`config.mk`:
```
export PLATFORM = sky130hd
export DESIGN_NAME = bvurem_slt_eval_flat
export DESIGN_NICKNAME = d
export VERILOG_FILES = /design/src/rtl/bvurem_slt_eval_if.sv /design/src/rtl/bvurem_slt_eval.sv /design/src/flat_wrapper.sv
export SDC_FILE = /design/constraint.sdc
export NUM_CORES = 1
export LEC_CHECK = 0
export ABC_AREA = 1
export CAP_MARGIN = 20
export CORE_ASPECT_RATIO = 0.6
export CORE_UTILIZATION = 45
export DETAILED_ROUTE_END_ITERATION = 6
export MAX_ROUTING_LAYER = met4
export PLACE_DENSITY = 0.78
export REMOVE_ABC_BUFFERS = 1
export SYNTH_ARGS = -nofsm -noshare
export SYNTH_HDL_FRONTEND = slang
export SYNTH_SLANG_ARGS = --single-unit
```
`constraint.sdc`:
```
create_clock -name clk -period 3.7 [get_ports clk]
set_input_delay 0.74 -clock clk [delete_from_list [all_inputs] [get_ports clk]]
set_output_delay 0.74 -clock clk [all_outputs]
set_load 0.02 [all_outputs]
```
`src/rtl/bvurem_slt_eval_if.sv`:
```
// Operand/result bus for bvurem_slt_eval. Skolem-check signals exist only
// when BVUREM_SLT_MISMATCH_EN is defined.
interface bvurem_slt_eval_if #(
  parameter int W     = 4,
  parameter int CNT_W = 16
);
  logic         in_valid;
  logic         in_ready;
  logic [W-1:0] in_x;
  logic [W-1:0] in_s;
  logic [W-1:0] in_t;
  logic         out_valid;
  logic         out_ready;
  logic [W-1:0] out_urem;
  logic         out_slt;
`ifdef BVUREM_SLT_MISMATCH_EN
  logic             sk_bit;
  logic             out_mismatch;
  logic [CNT_W-1:0] mismatch_cnt;
`endif

  modport master (
    output in_valid, in_x, in_s, in_t, out_ready,
    input  in_ready, out_valid, out_urem, out_slt
`ifdef BVUREM_SLT_MISMATCH_EN
    , output sk_bit
    , input  out_mismatch, mismatch_cnt
`endif
  );

  modport slave (
    input  in_valid, in_x, in_s, in_t, out_ready,
    output in_ready, out_valid, out_urem, out_slt
`ifdef BVUREM_SLT_MISMATCH_EN
    , input  sk_bit
    , output out_mismatch, mismatch_cnt
`endif
  );
endinterface

```
`src/rtl/bvurem_slt_eval.sv`:
```
// Bit-serial reference evaluator: r = x bvurem s, then slt = (r <s t).
// Optional Skolem mismatch checking is enabled by BVUREM_SLT_MISMATCH_EN.
module bvurem_slt_eval #(
  parameter int W     = 4,
  parameter int CNT_W = 16
) (
  input  logic                    clk,
  input  logic                    rst_n,
  bvurem_slt_eval_if.slave        bus,
  output logic [1:0]              dbg_state
);
  localparam int CW = $clog2(W);

  typedef enum logic [1:0] {
    S_IDLE = 2'd0,
    S_DIV  = 2'd1,
    S_DONE = 2'd2
  } state_t;

  state_t        state_q, state_d;
  logic [W-1:0]  x_q, x_d;
  logic [W-1:0]  s_q, s_d;
  logic [W-1:0]  t_q, t_d;
  logic [W-1:0]  rem_q, rem_d;
  logic [CW-1:0] cnt_q, cnt_d;
  logic [W-1:0]  urem_q, urem_d;
  logic          slt_q, slt_d;
  logic [W:0]    partial;
  logic [W-1:0]  r_fin;
`ifdef BVUREM_SLT_MISMATCH_EN
  logic             sk_q, sk_d;
  logic             mis_q, mis_d;
  logic [CNT_W-1:0] mcnt_q, mcnt_d;
`endif

  // Handshakes: a transfer happens on a rising edge where valid and ready are
  // both high. in_ready is high only in IDLE; out_valid is high only in DONE and
  // out_urem/out_slt stay constant until the out transfer completes.
  assign bus.in_ready  = (state_q == S_IDLE);
  assign bus.out_valid = (state_q == S_DONE);
  assign bus.out_urem  = urem_q;
  assign bus.out_slt   = slt_q;
  assign dbg_state     = state_q;
`ifdef BVUREM_SLT_MISMATCH_EN
  assign bus.out_mismatch = mis_q;
  assign bus.mismatch_cnt = mcnt_q;
`endif

  always_comb begin
    state_d = state_q;
    x_d     = x_q;
    s_d     = s_q;
    t_d     = t_q;
    rem_d   = rem_q;
    cnt_d   = cnt_q;
    urem_d  = urem_q;
    slt_d   = slt_q;
    r_fin   = '0;
`ifdef BVUREM_SLT_MISMATCH_EN
    sk_d    = sk_q;
    mis_d   = mis_q;
    mcnt_d  = mcnt_q;
`endif
    // The stored remainder is always < 2^W, so only the W+1-bit trial value
    // needs the extra bit; the compare against {0,s} can then never overflow.
    partial = {rem_q, x_q[W-1]};

    case (state_q)
      S_IDLE: begin
        if (bus.in_valid) begin
          x_d     = bus.in_x;
          s_d     = bus.in_s;
          t_d     = bus.in_t;
          rem_d   = '0;
          cnt_d   = CW'(W - 1);
          state_d = S_DIV;
`ifdef BVUREM_SLT_MISMATCH_EN
          sk_d    = bus.sk_bit;
`endif
        end
      end
      S_DIV: begin
        if (partial >= {1'b0, s_q}) begin
          rem_d = W'(partial - {1'b0, s_q});
        end else begin
          rem_d = partial[W-1:0];
        end
        x_d   = {x_q[W-2:0], 1'b0};
        cnt_d = cnt_q - 1'b1;
        if (cnt_q == '0) begin
          r_fin   = rem_d;
          urem_d  = r_fin;
          slt_d   = ($signed(r_fin) < $signed(t_q));
          state_d = S_DONE;
`ifdef BVUREM_SLT_MISMATCH_EN
          mis_d   = sk_q ^ slt_d;
`endif
        end
      end
      S_DONE: begin
        if (bus.out_ready) begin
          state_d = S_IDLE;
`ifdef BVUREM_SLT_MISMATCH_EN
          if (mis_q && (mcnt_q != {CNT_W{1'b1}})) begin
            mcnt_d = mcnt_q + 1'b1;
          end
`endif
        end
      end
      default: state_d = S_IDLE;
    endcase
  end

  always_ff @(posedge clk or negedge rst_n) begin
    if (!rst_n) begin
      state_q <= S_IDLE;
      x_q     <= '0;
      s_q     <= '0;
      t_q     <= '0;
      rem_q   <= '0;
      cnt_q   <= '0;
      urem_q  <= '0;
      slt_q   <= 1'b0;
`ifdef BVUREM_SLT_MISMATCH_EN
      sk_q    <= 1'b0;
      mis_q   <= 1'b0;
      mcnt_q  <= '0;
`endif
    end else begin
      state_q <= state_d;
      x_q     <= x_d;
      s_q     <= s_d;
      t_q     <= t_d;
      rem_q   <= rem_d;
      cnt_q   <= cnt_d;
      urem_q  <= urem_d;
      slt_q   <= slt_d;
`ifdef BVUREM_SLT_MISMATCH_EN
      sk_q    <= sk_d;
      mis_q   <= mis_d;
      mcnt_q  <= mcnt_d;
`endif
    end
  end
endmodule
```
`src/flat_wrapper.sv`:
```
// flat-port wrapper written by rule: the top's interface ports become plain ports
module bvurem_slt_eval_flat 
#(
  parameter int W     = 4,
  parameter int CNT_W = 16
)
  (clk, rst_n, dbg_state, bus_in_valid, bus_in_x, bus_in_s, bus_in_t, bus_out_ready, bus_in_ready, bus_out_valid, bus_out_urem, bus_out_slt);
  bvurem_slt_eval_if #(.W(W), .CNT_W(CNT_W)) bus_i ();
  input  logic clk;
  input  logic rst_n;
  output logic [1:0] dbg_state;
  input wire logic [$bits(bus_i.in_valid)-1:0] bus_in_valid;
  input wire logic [$bits(bus_i.in_x)-1:0] bus_in_x;
  input wire logic [$bits(bus_i.in_s)-1:0] bus_in_s;
  input wire logic [$bits(bus_i.in_t)-1:0] bus_in_t;
  input wire logic [$bits(bus_i.out_ready)-1:0] bus_out_ready;
  output wire logic [$bits(bus_i.in_ready)-1:0] bus_in_ready;
  output wire logic [$bits(bus_i.out_valid)-1:0] bus_out_valid;
  output wire logic [$bits(bus_i.out_urem)-1:0] bus_out_urem;
  output wire logic [$bits(bus_i.out_slt)-1:0] bus_out_slt;
  assign bus_i.in_valid = bus_in_valid;
  assign bus_i.in_x = bus_in_x;
  assign bus_i.in_s = bus_in_s;
  assign bus_i.in_t = bus_in_t;
  assign bus_i.out_ready = bus_out_ready;
  assign bus_in_ready = bus_i.in_ready;
  assign bus_out_valid = bus_i.out_valid;
  assign bus_out_urem = bus_i.out_urem;
  assign bus_out_slt = bus_i.out_slt;
  bvurem_slt_eval #(.W(W), .CNT_W(CNT_W)) u_core (.clk(clk), .rst_n(rst_n), .bus(bus_i), .dbg_state(dbg_state));
endmodule
```
### Word-level counts from Yosys, hierarchy flattened

Cells that the tools add are included.

| storage, ports and cells | value |
|---|---|
| register bits | 25 |
| word-level logic and storage cells | 36 |

| operators by class | value |
|---|---|
| add/subtract/negate cells | 2 |
| magnitude comparators | 2 |
| equal/unequal tests | 5 |
| multiplexer cells | 12 |
| reduce and logical (&&, ||, !) cells | 7 |

Operators by type and width:

| cell | number |
|---|---|
| $mux W4 | 4 |
| $pmux W4 S2 | 2 |
| $mux W2 | 4 |
| $pmux W2 S3 | 1 |
| $reduce_and A2 Y1 | 3 |
| $ge A5 B4 Y1 | 1 |
| $logic_not A2 Y1 | 2 |
| $lt A4 B4 Y1 | 1 |
| $ne A2 B2 Y1 const B | 2 |
| $pmux W2 S2 | 1 |
| $sub A4 B4 Y4 | 1 |
| $reduce_and A3 Y1 | 1 |
| $eq A2 B1 Y1 const B | 1 |
| $eq A2 B2 Y1 const B | 1 |
| $ne A2 B1 Y1 const B | 1 |
| $reduce_bool A2 Y1 | 1 |
| $sub A2 B1 Y2 const B | 1 |

### Logic depth before layout (Yosys ltp)

Gate-level depths: netlist of run 1.

| logic depth | value |
|---|---|
| word-level depth | 4 |
| depth in mapped cells | 16 |
| gate-level depth less buffers | 16 |

### Worst setup path before layout of run 1

OpenSTA, ideal clock, no wires.

| timing path | value |
|---|---|
| path type | reg2reg |
| from | reg u_core.x_q[3] |
| to | reg u_core.slt_q, in the netlist u_core.bus.out_slt |
| arrival time | 1889 ps |
| data required time | 3627 ps |
| setup slack | 1738 ps |
| stages on the path, launching flop included | 13 |
| buffers on the path | 0 |
| period minus slack after synthesis | 1962 ps |
| path through | dfrtp_1 inv_1 ha_1 inv_1 fa_1 xnor2_1 nand2_1 o21ai_0 inv_1 ha_1 nor3_1 nand2_1 a21oi_2 |

| on the way | value |
|---|---|
| cells in the longest elaborated chain, start to end | 4 |
| elaborated cells on any way between the ends | 5 |
| classes of those cells | add/sub: 1; order compare: 2; mux: 2 |

RTL lines:

| what | RTL line | RTL |
|---|---|---|
| from (decl) | bvurem_slt_eval.sv:21 | `logic [W-1:0] x_q, x_d;` |
| from (signal assigned) | bvurem_slt_eval.sv:117 | `x_q <= '0;` |
| from (signal assigned) | bvurem_slt_eval.sv:131 | `x_q <= x_d;` |
| $sub A4 B4 Y4 or $ge A5 B4 Y1 (tied branches) | bvurem_slt_eval.sv:84, bvurem_slt_eval.sv:83 |  |
| $mux W4 * | bvurem_slt_eval.sv:83 | `if (partial >= {1'b0, s_q}) begin` |
| $mux W4 * | bvurem_slt_eval.sv:68 | `case (state_q)` |
| $lt A4 B4 Y1 * | bvurem_slt_eval.sv:93 | `slt_d = ($signed(r_fin) < $signed(t_q));` |
| to (signal assigned) | bvurem_slt_eval.sv:137 | `slt_q <= slt_d;` |
| to (decl) | bvurem_slt_eval.sv:27 | `logic slt_q, slt_d;` |

Mark *: on every way between the ends. The rest lies on a longest branch, timed or not. The select of a mux whose other input is x is not followed.
A chain may end at the register's enable or synchronous reset.

### Worst setup path in the final report of run 1

| timing path | value |
|---|---|
| from | reg u_core.state_q[0], in the netlist u_core.dbg_state[0] |
| to | out bus_in_ready |

| on the way | value |
|---|---|
| cells in the longest elaborated chain, start to end | 1 |

RTL lines:

| what | RTL line | RTL |
|---|---|---|
| from (decl) | bvurem_slt_eval.sv:20 | `state_t state_q, state_d;` |
| from (signal assigned) | bvurem_slt_eval.sv:130 | `state_q <= state_d;` |
| $logic_not A2 Y1 | bvurem_slt_eval.sv:39 | `assign bus.in_ready = (state_q == S_IDLE);` |
| to (decl) | flat_wrapper.sv:17 | `output wire logic [$bits(bus_i.in_ready)-1:0] bus_in_ready;` |

No other way between the ends.

==> qor_table.md, run 1 <==
| Stage | Quantity | This run |
| --- | --- | --- |
| sta | Number of pins with negative max-slew slack in the final report | 0 |
| min path | Hold WC Path Type | reg -> reg |
| grt | Global-route usage over all layers | 20.5% |
| cts | Post-cts sizing count | 0 |
| route | Routed wire length | 2590 um |
| pwr | Max VDD drop | 0.436 mV |
| pwr | Total Power Consumption | 0.00163 W |
| cts | Number of buffers created by CTS | 3 |
| critical path | Kind of start point of the critical path | flop |
| critical path | Standard cell with the maximum stage delay on the critical path | sky130_fd_sc_hd__clkdlybuf4s50_1 |
| cts | Clock tree from TritonCTS | yes |
| sta | Fmax | 0.433 GHz |
| critical path | Worst reg2reg startpoint | u_core.rem_q[1] |
| critical path | CP Class | reg -> out |
| floorplan | Die extent in y | 43.4 um |
| placed design | Post-placement setup slack | 1.48 ns |
| run status | Failing checks | design-rule violations |
| min path | Hold-critical path depth | 2 |
| critical path | Maximum fanout count along the critical path | 6 |
| route | Ratio of routed vias to standard cells | 5.06 |
| cts | Root buffer selected by CTS | sky130_fd_sc_hd__clkbuf_8 |
| min path | Startpoint of the tightest hold check path | u_core.bus.out_urem[3] |
| sta | Tcrit/Tclk final | 62.4% |
| cells and area | Share of the core filled with cells in the final layout | 62.7% |
| sta | Shortest clock period the worst path allows after layout | 2.31 ns |
| synthesis | Sequential cell area fraction in the yosys report | 48.6% |
| cts | H-tree depth | 1 |
| cells and area | Antenna diode instance count | 0 |
| route | Final routed wire length divided by cell count | 13.1 um |
| cells and area | Fraction of final layout cells sized beyond drive strength 1 | 13.3% |
| cts | Clock Path Buffers | 2 |
| sta | Tightest Pin Transition | 0.583 ns |
| placed design | Total of buffers placed on input and output ports | 24 |
| grt | Largest net degree at the start of global routing | 17 |
| cells and area | Area growth from synthesis to final layout | 27.1% |
| pwr | Areal power density over the cells | 995 nW/um^2 |
| sta | Total negative setup slack | 0 ns |
| route | Count of vias placed by the detailed router | 1001 |
| cts | Number of buffers inserted for hold repair after clock tree synthesis | 0 |
| sta | Unrepaired setup endpoints after global routing | no |
| floorplan | Die Footprint | 3080 um^2 |
| critical path | Data required time at the worst endpoint | 2.96 ns |
| cts | Setup Buffers After CTS | 0 |
| synthesis | Number of synthesized register bits | 25 |
| route | Post-route ant nets | 0 |
| critical path | Worst r2r dst | u_core.bus.out_slt |
| min path | Worst hold path endpoint | u_core.bus.out_urem[3] |
| sta | Hold violation count in the final report | 0 |
| synthesis | Synthesized cell area | 1290 um^2 |
| job | Number of maximum-capacitance violations | 0 |
| critical path | Max incr delay on CP | 0.64 ns |
| sta | Largest clock skew in the final design | 0.00387 ns |
| grt | First-pass GRT wire length | 4480 um |
| grt | Via count of the first global-routing pass | 926 |
| sta | Final worst slack | 1.39 ns |
| synthesis | Share of flip-flops with an asynchronous set or reset after synthesis | 100% |
| critical path | Cell depth of the worst flop-to-flop path | 14 |
| synthesis | Most used flip-flop cell after synthesis | sky130_fd_sc_hd__dfrtp_1 |
| cells and area | Most frequent cells in the layout | 25 x sky130_fd_sc_hd__dfrtp_1, 24 x sky130_fd_sc_hd__clkdlybuf4s50_1, 22 x sky130_fd_sc_hd__inv_1, 22 x sky130_fd_sc_hd__nand2_1, 9 x sky130_fd_sc_hd__o21ai_0 |
| floorplan | Initial core utilization | 49.3% |
| grt | Overflow left after global routing | 0 |
| placed design | Total half-perimeter wirelength after legalization and detailed placement | 2000 um |
| cts | Clock insertion delay at the later pin of the skew report | 0.27 ns |
| critical path | Worst R2R Setup Slack | 1.50 ns |
| cts | Clock sinks | 25 |
| sta | Relative slew slack | 61.0% |
| synthesis | Post-synth cell types | 29 |
| placed design | Final weighted congestion of routability-driven global placement | 0.895 |
| floorplan | Boundary pin count | 25 |
| critical path | Endpoint class of the critical path | output port |
| sta | # setup viols final | 0 |
| cells and area | Number of nets in the layout | 192 |
| floorplan | Number of placement rows | 14 |
| run status | Outcome | complete, but fails checks |
| floorplan | Floorplan Core Area | 2610 um^2 |
| synthesis | Mapped Cells | 138 |
| cts | Clock slew seen by the registers of the worst setup and hold paths | 0.09 ns |
| route | First-iteration detailed-routing DRC count | 26 |
| critical path | Cell-by-cell listing of the critical path | nor2_4 > clkdlybuf4s50_1 |
| route | Total iterations of the first detailed-routing run | 6 |
| synthesis | Total number of yosys warnings | 0 |
| synthesis | Per-instance average area after synthesis | 9.32 um^2 |
| floorplan | Die Wd | 71.0 um |
| pwr | Leakage dissipation | 0.809 nW |
| sta | Min Hold Slack | 0.492 ns |
| synthesis | Number of enable-type register cells in the synthesized netlist | 0 |
| cells and area | Most frequent standard cell in the layout excluding fill and tap cells | sky130_fd_sc_hd__dfrtp_1 |
| critical path | Arrival time at the worst endpoint | 1.57 ns |
| route | DRC violations left | 2 |
| grt | Initial antenna violation count | 0 |
-- report_power, final --
| part | internal, W | switching [W] |
|---|---|---|
| Clock | 0.0000755 | 0.0000893 |
| Sequential | 0.000404 | 0.0000705 |
| Combinational | 0.000394 | 0.000594 |
| Total | 0.000873 | 0.000754 |
-- worst max-delay path by stage --
stage                              from            endpoint  depth (start not counted)
global placement           bus_in_valid     u_core.rem_q[1]                          5
CTS                 u_core.dbg_state[0]        bus_in_ready                          2
detailed placement         bus_in_valid     u_core.rem_q[1]                          5
floorplan                 u_core.x_q[3]  u_core.bus.out_slt                         12
global route            u_core.rem_q[1]  u_core.bus.out_slt                         14
finish              u_core.dbg_state[0]        bus_in_ready                          2
-- cell families after synthesis --
kind of cell / Yosys count / share of synthesized area [%]
buffers and inverters: 25 / 7.39
flip-flops: 25 / 48.6
AO/OA/AOI/OAI: 28 / 13.2
XOR/XNOR: 2 / 1.36
adder cells (fa/ha/maj): 9 / 9.34
multiplexers: 2 / 1.75
AND/OR/NAND/NOR: 47 / 18.3
-- registers in the layout, summed over array words and instances (netlist names) --
register,count
u_core.t_q,4
u_core.dbg_state,2
u_core.x_q,4
u_core.bus.out_slt,1
u_core.s_q,4
u_core.bus.out_urem,4
u_core.rem_q,4
u_core.cnt_q,2
-- metrics by stage --
| step | instance area [um^2] | cells |
|---|---|---|
| final | 1640 | 198 |
| after global routing | 1640 | 198 |
| after CTS | 1640 | 198 |
| after detailed placement | 1590 | 194 |
| after global placement | 1560 | 193 |
| after floorplan | 1280 | 137 |
-- cell usage after synthesis (all sizes together), types with 2 or more instances --
| master | count | area [um^2] |
|---|---|---|
| dfrtp | 25 | 626 |
| nand3 | 6 | 40.0 |
| a21oi | 9 | 52.6 |
| mux2 | 2 | 22.5 |
| nor2 | 9 | 41.3 |
| xnor2 | 2 | 17.5 |
| inv | 24 | 90.1 |
| o211ai | 2 | 15.0 |
| nand2 | 29 | 136 |
| o21ai | 12 | 63.8 |
| ha | 8 | 100 |
-- area by class of cell --
cell class	count	area, um^2
Clock buffer	3	41.3
Clock inverter	1	5.00
Fill cell	237	975
Inverter	24	90.1
Multi-Input combinational cell	88	566
Sequential cell	25	626
Tap cell	32	40.0
Timing Repair Buffer	25	268
-- per-layer routing --
| metal | vias to the layer above | wire, um | GRT usage [%] |
|---|---|---|---|
| met5 | - | 0 | - |
| met4 | 0 | 11 | 4.00 |
| met3 | 3 | 125 | 5.58 |
| met2 | 30 | 1090 | 29.8 |
| met1 | 468 | 1360 | 29.0 |
| li1 | 500 | - | - |
-- worst max-delay path: cells and delay by family, from the launching register on --
family	cells	cell delay (ns)
buffers and inverters	1	0.64
and+or+nand+nor	1	0.20
DFF	1	0.46
No activity file was read; power rests on OpenSTA's default activity.
==> inputs of run 2 (changes only) <==
==> constraint.sdc (replaced) <==
create_clock -name clk -period 2.2 [get_ports clk]
set_input_delay 0.44 -clock clk [delete_from_list [all_inputs] [get_ports clk]]
set_output_delay 0.44 -clock clk [all_outputs]
set_load 0.02 [all_outputs]
==> qor_table.md, run 2 (synthesis gave the netlist of run 1 again) <==
| Stage | Quantity | This run |
| --- | --- | --- |
| run status | Outcome | complete, but fails checks |
| run status | Failing checks | design-rule violations |
| route | Post-route ant nets | 0 |
| cts | Number of buffers created by CTS | 3 |
| sta | # setup viols final | 0 |
| route | Ratio of routed vias to standard cells | 5.06 |
| cells and area | Layout filler cell count | 226 |
| critical path | Worst R2R Setup Slack | 0.08 ns |
| critical path | Cell depth of the worst flop-to-flop path | 15 |
| critical path | Cell-by-cell listing of the critical path | ha_4 > nand2_1 > inv_1 > nand2_1 > nand2_1 > nand2_2 > nand2_4 > nand2_1 > o21ai_2 > inv_2 > ha_4 > inv_2 > nor3_2 > nand2_1 > a21oi_2 |
| cells and area | Area growth from synthesis to final layout | 31.8% |
| grt | Overflow left after global routing | 0 |
| cells and area | Post-route design area | 1700 um^2 |
| cells and area | Most frequent cells in the layout | 25 x sky130_fd_sc_hd__dfrtp_1, 24 x sky130_fd_sc_hd__clkdlybuf4s50_1, 22 x sky130_fd_sc_hd__nand2_1 |
| critical path | Largest delay share family, worst path | simple AND/OR/NAND/NOR gates |
| critical path | Kind of start point of the critical path | flop |
| route | Count of vias placed by the detailed router | 1023 |
| grt | Global-route usage over all layers | 20.7% |
| grt | Largest net degree at the start of global routing | 26 |
| cells and area | Number of nets in the layout | 196 |
| sta | Number of pins with negative max-slew slack in the final report | 0 |
| pwr | Areal power density over the cells | 1800 nW/um^2 |
| pwr | Leakage dissipation | 0.817 nW |
| critical path | Data required time at the worst endpoint | 2.41 ns |
| sta | Hold violation count in the final report | 0 |
| sta | Fmax | 0.472 GHz |
| floorplan | Number of placement rows | 14 |
| route | First-iteration detailed-routing DRC count | 66 |
| critical path | Maximum fanout count along the critical path | 7 |
| cts | Clock slew seen by the registers of the worst setup and hold paths | 0.09 ns |
| route | Final routed wire length divided by cell count | 13.7 um |
| critical path | Endpoint class of the critical path | flop |
| cts | H-tree depth | 1 |
| floorplan | Die Wd | 71.0 um |
| cells and area | Fraction of final layout cells sized beyond drive strength 1 | 21.8% |
| placed design | Final weighted congestion of routability-driven global placement | 0.822 |
| placed design | Total half-perimeter wirelength after legalization and detailed placement | 2040 um |
| sta | Tightest Pin Transition | 0.324 ns |
| sta | Min Hold Slack | 0.492 ns |
| sta | Largest clock skew in the final design | 0.00411 ns |
| route | Routed wire length | 2770 um |
| cts | Clock tree from TritonCTS | yes |
| pwr | Total Power Consumption | 0.00305 W |
| cts | Clock insertion delay at the later pin of the skew report | 0.27 ns |
| sta | Relative slew slack | 78.4% |
| critical path | Buf+Inv Stages, Crit Path | 3 |
| placed design | Standard cell area after detailed placement | 1580 um^2 |
| route | Total iterations of the first detailed-routing run | 6 |
| min path | Worst hold path endpoint | u_core.bus.out_urem[1] |
| sta | Total negative setup slack | 0 ns |
| cts | Root buffer selected by CTS | sky130_fd_sc_hd__clkbuf_8 |
| placed design | Total of buffers placed on input and output ports | 24 |
| cells and area | Most frequent standard cell in the layout excluding fill and tap cells | sky130_fd_sc_hd__dfrtp_1 |
| cts | Clock sinks | 25 |
| critical path | Max incr delay on CP | 0.43 ns |
| min path | Hold WC Path Type | reg -> reg |
| floorplan | Initial core utilization | 49.3% |
| floorplan | Floorplan Core Area | 2610 um^2 |
| grt | Via count of the first global-routing pass | 1005 |
| sta | Unrepaired setup endpoints after global routing | yes |
| grt | Initial antenna violation count | 0 |
| critical path | CP Class | reg -> reg |
| critical path | Arrival time at the worst endpoint | 2.33 ns |
| grt | First-pass GRT wire length | 4460 um |
| min path | Startpoint of the tightest hold check path | u_core.bus.out_urem[1] |
| cts | Clock Path Buffers | 2 |
| pwr | Max VDD drop | 0.793 mV |
| min path | Hold-critical path depth | 2 |
| critical path | Worst r2r dst | u_core.bus.out_slt |
| floorplan | Die extent in y | 43.4 um |
| sta | Shortest clock period the worst path allows after layout | 2.12 ns |
| cells and area | Antenna diode instance count | 0 |
| sta | Tcrit/Tclk final | 96.2% |
| job | Number of maximum-capacitance violations | 0 |
| critical path | Worst reg2reg startpoint | u_core.rem_q[1] |
| critical path | Cell type with the highest occurrence count on the critical path | sky130_fd_sc_hd__nand2_1 |
| route | DRC violations left | 4 |
| floorplan | Boundary pin count | 25 |
| floorplan | Die Footprint | 3080 um^2 |
| critical path | Standard cell with the maximum stage delay on the critical path | sky130_fd_sc_hd__dfrtp_1 |
==> run 2: metrics by stage <==
| step | utilization (%) | setup WS [ns] | std cells |
|---|---|---|---|
| 4_1_cts | 62.7 | 0.0109 | 200 |
| 2_1_floorplan | - | 0.238 | 137 |
| 6_report | 65.0 | 0.0827 | 202 |
| 5_1_grt | 65.0 | -0.0484 | 202 |
| 3_3_place_gp | 60.7 | 0.0156 | 196 |
| 3_5_place_dp | 60.7 | -0.0851 | 196 |
==> run 2: worst max-delay path by stage <==
stage                    start                 end  cells past startpoint
2_1_floorplan    u_core.x_q[3]  u_core.bus.out_slt                     12
3_3_place_gp   u_core.rem_q[1]  u_core.bus.out_slt                     13
3_5_place_dp     u_core.x_q[3]  u_core.bus.out_slt                     12
4_1_cts          u_core.x_q[3]  u_core.bus.out_slt                     12
5_1_grt        u_core.rem_q[0]  u_core.bus.out_slt                     14
6_report       u_core.rem_q[1]  u_core.bus.out_slt                     15
==> run 2: per-layer routing <==
layer	GRT usage, %	wire length (um)
met3	6.05	157
met4	10.8	42
met2	32.1	1270
met1	25.1	1300
met5	-	0
==> run 2: area by class of cell <==
class | instances | area, um^2 | area share [%]
Sequential cell | 25 | 626 | 36.9
Multi-Input combinational cell | 88 | 616 | 36.3
Timing Repair Buffer | 29 | 278 | 16.4
Inverter | 24 | 90.1 | 5.31
Clock buffer | 3 | 41.3 | 2.44
Tap cell | 32 | 40.0 | 2.36
Clock inverter | 1 | 5.00 | 0.295
==> run 2: repair_timing <==
action                                  CTS  global route
endpoints found under the setup margin    1             1
gates resized for setup                   3            10
hold buffers                              0             0
buffers inserted                          0             2
pin swaps                                 0             7
==> run 2: where the power goes <==
group / switching, W / leakage [nW] / internal [W]
Sequential: 0.000134 / 0.301 / 0.000680
Combinational: 0.00113 / 0.490 / 0.000830
Clock: 0.000151 / 0.0255 / 0.000127
==> run 2: worst min-delay path, cell delays in order, from the launching register on <==
cell,delay (ns)
sky130_fd_sc_hd__dfrtp_1,0.36
sky130_fd_sc_hd__nand2_1,0.05
sky130_fd_sc_hd__nand2_1,0.05
